File: config.mk
export PLATFORM = sky130hd
export DESIGN_NAME = cdb_arbiter
export DESIGN_NICKNAME = d
export VERILOG_FILES = /design/src/rtl/cdb_arbiter.sv
export SDC_FILE = /design/constraint.sdc
export NUM_CORES = 1
export LEC_CHECK = 0
export CORE_UTILIZATION = 40
export DETAILED_ROUTE_END_ITERATION = 16
export GPL_ROUTABILITY_DRIVEN = 0
export PLACE_DENSITY = 0.63
export SETUP_SLACK_MARGIN = 0.1
export SLEW_MARGIN = 20
export SYNTH_ARGS = -nofsm -noshare
export SYNTH_HDL_FRONTEND = slang
export SYNTH_SLANG_ARGS = --single-unit
export TNS_END_PERCENT = 20
File: constraint.sdc
create_clock -name clk_in -period 5.25 [get_ports clk_in]
set_clock_uncertainty 0.2 [all_clocks]
set_input_delay 1.575 -clock clk_in [delete_from_list [all_inputs] [get_ports clk_in]]
set_output_delay 1.575 -clock clk_in [all_outputs]
set_load 0.02 [all_outputs]
File: src/rtl/cdb_arbiter.sv
// cdb_arbiter: one-entry holding slot per functional unit, round-robin grant of one
// occupied slot per cycle onto a registered common data bus.
module cdb_arbiter #(
   parameter int NUM_FU    = 5,
   parameter int DATA_W    = 32,
   parameter int ROB_IDX_W = 3
) (
   input  logic                        clk_in,
   input  logic                        rst_in,
   input  logic                        flush_in,
   input  logic [NUM_FU-1:0]           fu_valid_in,
   input  logic [NUM_FU*DATA_W-1:0]    fu_data_in,
   input  logic [NUM_FU*ROB_IDX_W-1:0] fu_rob_idx_in,
   output logic [NUM_FU-1:0]           fu_ready_out,
   output logic                        cdb_valid_out,
   output logic [DATA_W-1:0]           cdb_data_out,
   output logic [ROB_IDX_W-1:0]        cdb_rob_idx_out,
   output logic [2:0]                  cdb_fu_id_out,
   output logic                        overflow_out
);
   logic [NUM_FU-1:0]    occ_q, occ_d, grant;
   logic [DATA_W-1:0]    data_q [NUM_FU];
   logic [DATA_W-1:0]    data_d [NUM_FU];
   logic [ROB_IDX_W-1:0] rob_q [NUM_FU];
   logic [ROB_IDX_W-1:0] rob_d [NUM_FU];
   logic [2:0]           rr_q, rr_d, gnt_id, fu_id_q, fu_id_d;
   logic [3:0]           idx;
   logic                 found, ovf_q, ovf_d, valid_q, valid_d;
   logic [DATA_W-1:0]    cdb_data_q, cdb_data_d;
   logic [ROB_IDX_W-1:0] cdb_rob_q, cdb_rob_d;

   // Rotating search starting at rr; the first occupied slot wins.
   always_comb begin
      idx    = '0;
      gnt_id = '0;
      found  = 1'b0;
      for (int k = 0; k < NUM_FU; k++) begin
         idx = {1'b0, rr_q} + 4'(k);
         idx = (idx >= 4'(NUM_FU)) ? idx - 4'(NUM_FU) : idx;
         if (!found && occ_q[idx[2:0]]) begin
            found  = 1'b1;
            gnt_id = idx[2:0];
         end
      end
      grant = {{(NUM_FU-1){1'b0}}, found} << gnt_id;
   end

   assign fu_ready_out = ~occ_q | grant | {NUM_FU{flush_in}};

   // A new capture overrides the same-edge clear of a granted slot.
   always_comb begin
      occ_d  = occ_q & ~grant;
      data_d = data_q;
      rob_d  = rob_q;
      ovf_d  = ovf_q;
      for (int i = 0; i < NUM_FU; i++) begin
         if (fu_valid_in[i] && fu_ready_out[i]) begin
            occ_d[i]  = 1'b1;
            data_d[i] = fu_data_in[i*DATA_W +: DATA_W];
            rob_d[i]  = fu_rob_idx_in[i*ROB_IDX_W +: ROB_IDX_W];
         end else if (fu_valid_in[i]) begin
            ovf_d = 1'b1;
         end
      end
      if (flush_in) occ_d = '0;
   end

   assign valid_d    = found & ~flush_in;
   assign cdb_data_d = valid_d ? data_q[gnt_id] : cdb_data_q;
   assign cdb_rob_d  = valid_d ? rob_q[gnt_id] : cdb_rob_q;
   assign fu_id_d    = valid_d ? gnt_id : fu_id_q;
   assign rr_d       = !valid_d ? rr_q : (gnt_id == 3'(NUM_FU-1)) ? 3'd0 : gnt_id + 3'd1;

   always_ff @(posedge clk_in or negedge rst_in) begin
      if (!rst_in) begin
         occ_q      <= '0;
         data_q     <= '{default: '0};
         rob_q      <= '{default: '0};
         rr_q       <= '0;
         ovf_q      <= 1'b0;
         valid_q    <= 1'b0;
         cdb_data_q <= '0;
         cdb_rob_q  <= '0;
         fu_id_q    <= '0;
      end else begin
         occ_q      <= occ_d;
         data_q     <= data_d;
         rob_q      <= rob_d;
         rr_q       <= rr_d;
         ovf_q      <= ovf_d;
         valid_q    <= valid_d;
         cdb_data_q <= cdb_data_d;
         cdb_rob_q  <= cdb_rob_d;
         fu_id_q    <= fu_id_d;
      end
   end

   assign cdb_valid_out   = valid_q;
   assign cdb_data_out    = cdb_data_q;
   assign cdb_rob_idx_out = cdb_rob_q;
   assign cdb_fu_id_out   = fu_id_q;
   assign overflow_out    = ovf_q;
endmodule
==> flow_metrics.py, run 1 <==
metrics = {
    "finish": {
        "drive_gt1_share_pct": 26.2,
        "area_delta_synth_final_pct": 38.1,
        "fill_cells": 2309,
        "final_nets": 1326,
        "finalNonFillerCells": 1495,
    },
    "worst_setup_path": {
        "end_kind": "primary output",
        "worstSetupPathType": "flip-flop to primary output",
        "startpoint_type": "flip-flop",
        "required_ns": 3.48,
        "cp_data_arrival_time_ns": 3.61,
        "critical_path.max_fanout": 6,
    },
    "sta": {
        "setup_viol": 5,
        "setup_slack_ns": -0.132,
        "finalMaxSlewViolations": 0,
        "fmax_ghz": 0.186,
        "slew_headroom_pct": 38.4,
        "tightest_slew_ns": 0.923,
        "rsz0062_at_grt": "yes",
        "period_needed_ns": 5.38,
        "finalCritPeriodShare_pct": 103,
        "final_hold_viol_count": 0,
    },
    "grt": {
        "antenna_found_initial": 2,
        "globalRouteTotalUtil_pct": 21.2,
        "first_global_vias": 8286,
        "grt_first_pass_wirelength_um": 47000,
        "grt_overflow": 0,
        "grt_max_degree": 118,
    },
    "cts": {
        "cts_buffer_depth": 3,
        "worstSkewPairLatency_ns": 0.54,
        "htree_num_levels": 1,
        "path_clk_slew_ns": 0.06,
        "cts_made_buffers": 26,
        "cts_hold_buffers": 0,
        "clkSinkCount": 223,
        "cts_tree": "done",
        "root_buffer": "clkbuf_16",
    },
    "synth": {
        "synth_fp_nets": 1046,
        "ys_ff_latch": 223,
        "yosys_warnings": 0,
        "synthDistinctLibCells": 74,
        "ys.flop_type": "dfrtp_1",
        "synthesis.instances": 852,
        "async_reset_ff_share_pct": 100,
        "ys_seq_area_share_pct": 50.5,
        "synth_edf_count": 0,
        "synth_area_um2": 11100,
        "syn_area_per_cell_um2": 13.0,
    },
    "flow_run": {
        "drv_cap": 0,
    },
    "routing": {
        "wl_met1_um": 13000,
        "dr_wl_met3_um": 1580,
        "via_per_inst": 5.19,
        "route.met2.wl_um": 14400,
        "first_pass_iters": 4,
        "wl_um": 29800,
        "via_count": 7758,
        "drc": 0,
        "top_layer_used": "met4",
        "drtAntennaViolNets": 0,
        "wl_per_cell_um": 19.9,
        "drt_iter0_markers": 525,
    },
    "die": {
        "initial_utilization_pct": 40.9,
        "core-area_um2": 27000,
        "rows": 60,
        "die_y_um": 168,
        "die_x_um": 168,
        "io_pins": 228,
        "die_area_um2": 28300,
    },
    "place": {
        "portBuffers": 227,
        "dp.cells": 1432,
        "hpwl_um": 20600,
    },
    "min_path": {
        "min_path_type": "flip-flop to flip-flop",
    },
    "outcome": {
        "failed_checks": "setup timing",
        "outcome": "finished, violations left",
    },
}
stage by stage:
step                util, %  cell area [um2]  TNS, ns  worst slack (ns)  hold WS (ns)
floorplan                 -            11100        0             0.171         0.264
global route           56.5            15300    -1.47            -0.321         0.302
global placement       51.7            14000  -0.0564           -0.0369         0.273
CTS                    55.9            15100   -0.485            -0.112         0.294
detailed placement     51.7            14000   -0.349            -0.151         0.281
finish                 56.5            15300   -0.615            -0.132         0.291
cells in the final DEF (no fill, tap or decap), types with 5 or more instances in the layout:
cell	count
dfrtp_1	222
nor2_1	12
nand2_1	44
nor3_1	5
clkbuf_8	8
clkdlybuf4s50_1	221
clkbuf_1	8
o22a_1	36
clkbuf_16	26
mux2_1	60
buf_6	10
nand2b_1	10
buf_4	67
a21oi_1	9
a211o_1	5
mux2i_1	78
mux2_4	61
mux2_2	59
inv_1	15
o21ai_0	81
ha_4	6
worst max-delay path, cell delays in order (launching register included):
cell and delay, ns:
dfrtp_1 0.40, inv_2 0.09, ha_4 0.12, inv_2 0.03
fa_2 0.38, a21o_1 0.22, o2111a_1 0.17, a311oi_4 0.39
a211oi_4 0.16, a221oi_2 0.34, o21ai_2 0.10, o31ai_4 0.09
inv_4 0.08, a211o_1 0.34, buf_6 0.14
what timing repair did:
item / 4_1_cts / 5_1_grt
endpoints found under the hold margin: 0 / 0
pin swaps: 23 / 13
setup endpoints to repair: 5 / 7
resized for setup: 58 / 22
setup buffers: 7 / 6
cells by family after synthesis:
group                      count (synthesis)  synth area share [%]
muxes                                    259                  27.6
DFF                                      223                  50.5
AOI/OAI and AO/OA                        177                  11.4
adders and majority gates                 11                  1.31
xor gates and xnor gates                   5                 0.464
buffers and inverters                     70                  3.52
and+or+nand+nor                          107                  5.17
synth_stat cells (all sizes together), types with 3 or more instances:
cell type | count | area (um2)
dfrtp | 223 | 5580
mux2 | 180 | 2250
o21ai | 84 | 432
mux2i | 78 | 781
nand2 | 49 | 199
o22a | 37 | 324
buf | 29 | 235
clkbuf | 22 | 82.6
inv | 19 | 71.3
nor2 | 15 | 56.3
a21oi | 14 | 81.3
ha | 10 | 125
nand2b | 10 | 62.6
nor3 | 7 | 46.3
a211o | 5 | 43.8
xnor2 | 5 | 51.3
a21o | 4 | 30.0
nor2b | 4 | 25.0
o211ai | 4 | 40.0
a211oi | 3 | 27.5
a31oi | 3 | 18.8
nor3b | 3 | 27.5
nor4 | 3 | 25.0
worst paths after layout:
path	startpoint	endpoint	slack (ns)	cells after the start
worst max-delay path	rr_q[0]	fu_ready_out[1]	-0.13	14
worst max register to register	rr_q[0]	cdb_data_out[31]	0.48	20
max in group asynchronous	rst_in	data_q[51]	3.05	2
worst min-delay path	data_q[97]	data_q[97]	0.29	1
min in group asynchronous	rst_in	data_q[116]	0.90	1
worst min register to register	data_q[97]	data_q[97]	0.29	1
per-layer routing:
layer	up-vias	GRT usage, %
li1	3664	-
met2	193	35.3
met5	-	0
met3	45	4.07
met1	3856	27.7
met4	0	7.27
flip-flops by register name, indices dropped and copies added, names as in the netlist:
register	count
cdb_data_out	32
cdb_fu_id_out	3
cdb_rob_idx_out	3
cdb_valid_out	1
data_q	160
occ_q	5
overflow_out	1
rob_q	15
rr_q	3
layout make-up:
type	count	area (um2)	area share, %
Inverter	19	73.8	0.484
Antenna cell	2	5.00	0.0328
Tap cell	341	427	2.79
Multi-Input combinational cell	559	5360	35.1
Timing Repair Buffer	303	2920	19.1
Clock buffer	42	791	5.18
Sequential cell	223	5580	36.6
Clock inverter	6	109	0.713
Power of run 1 is left out: the tool's default activity adds up to more than one toggle a clock period on the data nets, which glitch-free logic cannot reach.
==> inputs of run 2 (changes only) <==
--- a/config.mk
+++ b/config.mk
@@ -5,6 +5,7 @@
 export SDC_FILE = /design/constraint.sdc
 export NUM_CORES = 1
 export LEC_CHECK = 0
+export ABC_AREA = 1
 export CORE_UTILIZATION = 40
 export DETAILED_ROUTE_END_ITERATION = 16
 export GPL_ROUTABILITY_DRIVEN = 0
==> run 2 against run 1 <==
Net effect: the flow now finishes without violations; maximum frequency up 4.0%; final cell count up 39%; sequential share of layout area up 0.87 points; synthesized area up 2.8%; utilization down 3.0 points; sequential cell count unchanged; hold slack worse by 0.021 ns; non-clock buffer count down 33; critical path depth up 6; critical path type unchanged; critical endpoint is now fu_ready_out[2].
==> flow_metrics.py, run 2 <==
metrics = {
    "outcome": {
        "outcome": "finished clean",
    },
    "worst_setup_path": {
        "path_cells": "inv_4 > ha_4 > inv_2 > fa_2 > inv_2 > nand2_4 > nand2_4 > nand2_4 > o211ai_1 > nand3_1 > nand2_1 > nand3_2 > nor2_4 > nand2_2 > inv_2 > nand2_4 > nand2_4 > nor2_2 > or2_4 > buf_6",
        "worstSetupPathType": "flip-flop to primary output",
        "slowest_delay_ns": 0.41,
        "cp_common_cell": "nand2_4",
        "cp_data_arrival_time_ns": 3.40,
        "required_ns": 3.48,
        "end_kind": "primary output",
        "cpMaxStageDelayCell": "dfrtp_1",
        "critical_path.max_fanout": 7,
        "startpoint_type": "flip-flop",
    },
    "synth": {
        "post-synth-top-area-fraction_pct": 49.1,
        "synthesis.instances": 1483,
        "ys_ff_latch": 223,
        "synth_most_common_cell": "nand2_1",
        "synth_area_um2": 11400,
        "async_reset_ff_share_pct": 100,
        "syn_area_per_cell_um2": 7.66,
        "synth_edf_count": 0,
        "ys.flop_type": "dfrtp_1",
        "synthTopCellsByArea": "dfrtp_1, nand3_1, nand2_1, inv_1, a21oi_1",
        "yosys-top-cells-count": "nand2_1, nand3_1, dfrtp_1",
        "synth_fp_nets": 1677,
        "ys_seq_area_share_pct": 49.1,
        "yosys.area.top_type": "dfrtp_1",
        "yosys_warnings": 0,
        "synthDistinctLibCells": 35,
    },
    "sta": {
        "hold-worst-slack_ns": 0.269,
        "tightest_slew_ns": 0.896,
        "final_hold_viol_count": 0,
        "finalCritPeriodShare_pct": 98.5,
        "fmax_ghz": 0.193,
        "finalSetupTns_ns": 0,
        "rsz0062_at_grt": "yes",
        "setup_viol": 0,
        "finalMaxSlewViolations": 0,
        "period_needed_ns": 5.17,
        "slew_headroom_pct": 40.3,
    },
    "die": {
        "io_pins": 228,
        "core-area_um2": 27900,
        "initial_utilization_pct": 40.8,
        "die_area_um2": 29100,
        "die_y_um": 171,
        "die_x_um": 171,
        "rows": 61,
    },
    "routing": {
        "first_pass_iters": 5,
        "drtAntennaViolNets": 0,
        "wl_per_cell_um": 17.6,
        "via_count": 10800,
        "drt_iter0_markers": 943,
        "drc": 0,
        "via_per_inst": 5.18,
        "wl_um": 36600,
    },
    "place": {
        "portBuffers": 227,
        "dp.cells": 2019,
        "hpwl_um": 25200,
    },
    "finish": {
        "final_nets": 1874,
        "largest-register": "data_q",
        "finalNonFillerCells": 2079,
        "layout_common_cells": "nand2_1, nand3_1, dfrtp_1",
        "drive_gt1_share_pct": 8.83,
        "layout_commonest_cell": "nand2_1",
        "largest_reg_flops": 160,
        "area_delta_synth_final_pct": 31.2,
    },
    "grt": {
        "first_global_vias": 10400,
        "grt_overflow": 0,
        "antenna_found_initial": 1,
        "globalRouteTotalUtil_pct": 25.5,
        "grt_first_pass_wirelength_um": 57500,
        "grt_max_degree": 114,
    },
    "cts": {
        "clkSinkCount": 223,
        "worstSkewPairLatency_ns": 0.54,
        "cts_made_buffers": 25,
        "path_clk_slew_ns": 0.07,
        "cts_buffer_depth": 3,
        "cts_tree": "done",
        "htree_num_levels": 1,
        "root_buffer": "clkbuf_16",
    },
    "flow_run": {
        "drv_cap": 0,
    },
    "min_path": {
        "min_path_type": "flip-flop to flip-flop",
    },
}
run 2: cell type report:
cell class,count,area (um2)
clock inverters,11,198
multi-input cells,1059,4950
repair buffers,270,2590
fillers,2637,12900
well taps,378,473
flip-flops and latches,223,5580
diodes,2,5.00
inverters,101,382
clock buffers,35,733
run 2: through the flow:
step | cell area (um2) | util, % | worst slack, ns
2_1_floorplan | 11400 | - | 0.488
3_3_place_gp | 13800 | 49.6 | 0.187
3_5_place_dp | 13800 | 49.6 | 0.0757
4_1_cts | 14800 | 53.0 | 0.0210
5_1_grt | 14900 | 53.5 | -0.130
6_report | 14900 | 53.5 | 0.0763
run 2: metal layers:
| layer | share of wire, % | up-vias | global-route usage, % |
|---|---|---|---|
| met3 | 7.0 | 63 | 2.78 |
| met4 | 2.9 | 0 | 8.11 |
| met5 | 0 | - | 0 |
| li1 | - | 5210 | - |
| met2 | 45 | 424 | 39.3 |
| met1 | 45 | 5064 | 37.3 |
run 2: cells by family after synthesis:
group	after synthesis	share of synthesized area, %
xor gates and xnor gates	2	0.220
DFF	223	49.1
buffers and inverters	201	8.12
adders and majority gates	11	1.28
AOI/OAI and AO/OA	113	5.23
and+or+nand+nor	933	36.0
run 2: worst max-delay path, delay by kind of cell, from the launching register on:
kind                       cells  cell delay (ns)
AOI/OAI and AO/OA              1             0.23
DFF                            1             0.41
buffers and inverters          5             0.46
and+or+nand+nor               12             1.26
adders and majority gates      2             0.51
run 2: path summary, 6_finish.rpt:
path | from | endpoint | slack [ns] | cells after the start
min in group asynchronous | rst_in | data_q[22] | 0.88 | 1
hold reg to reg | data_q[138] | data_q[138] | 0.27 | 2
hold / removal | data_q[138] | data_q[138] | 0.27 | 2
max in group asynchronous | rst_in | data_q[128] | 2.88 | 2
setup / recovery | rr_q[0] | fu_ready_out[2] | 0.08 | 20
setup reg to reg | rr_q[0] | data_q[87] | 0.98 | 22
run 2: repair_timing:
item | in CTS | in global routing
resized for setup | 20 | 31
hold buffers | 0 | 0
hold endpoints to repair | 0 | 0
buffers inserted | 4 | 8
setup endpoints to repair | 5 | 5
pin swaps | 2 | 12
Power of run 2 is left out for the same reason.
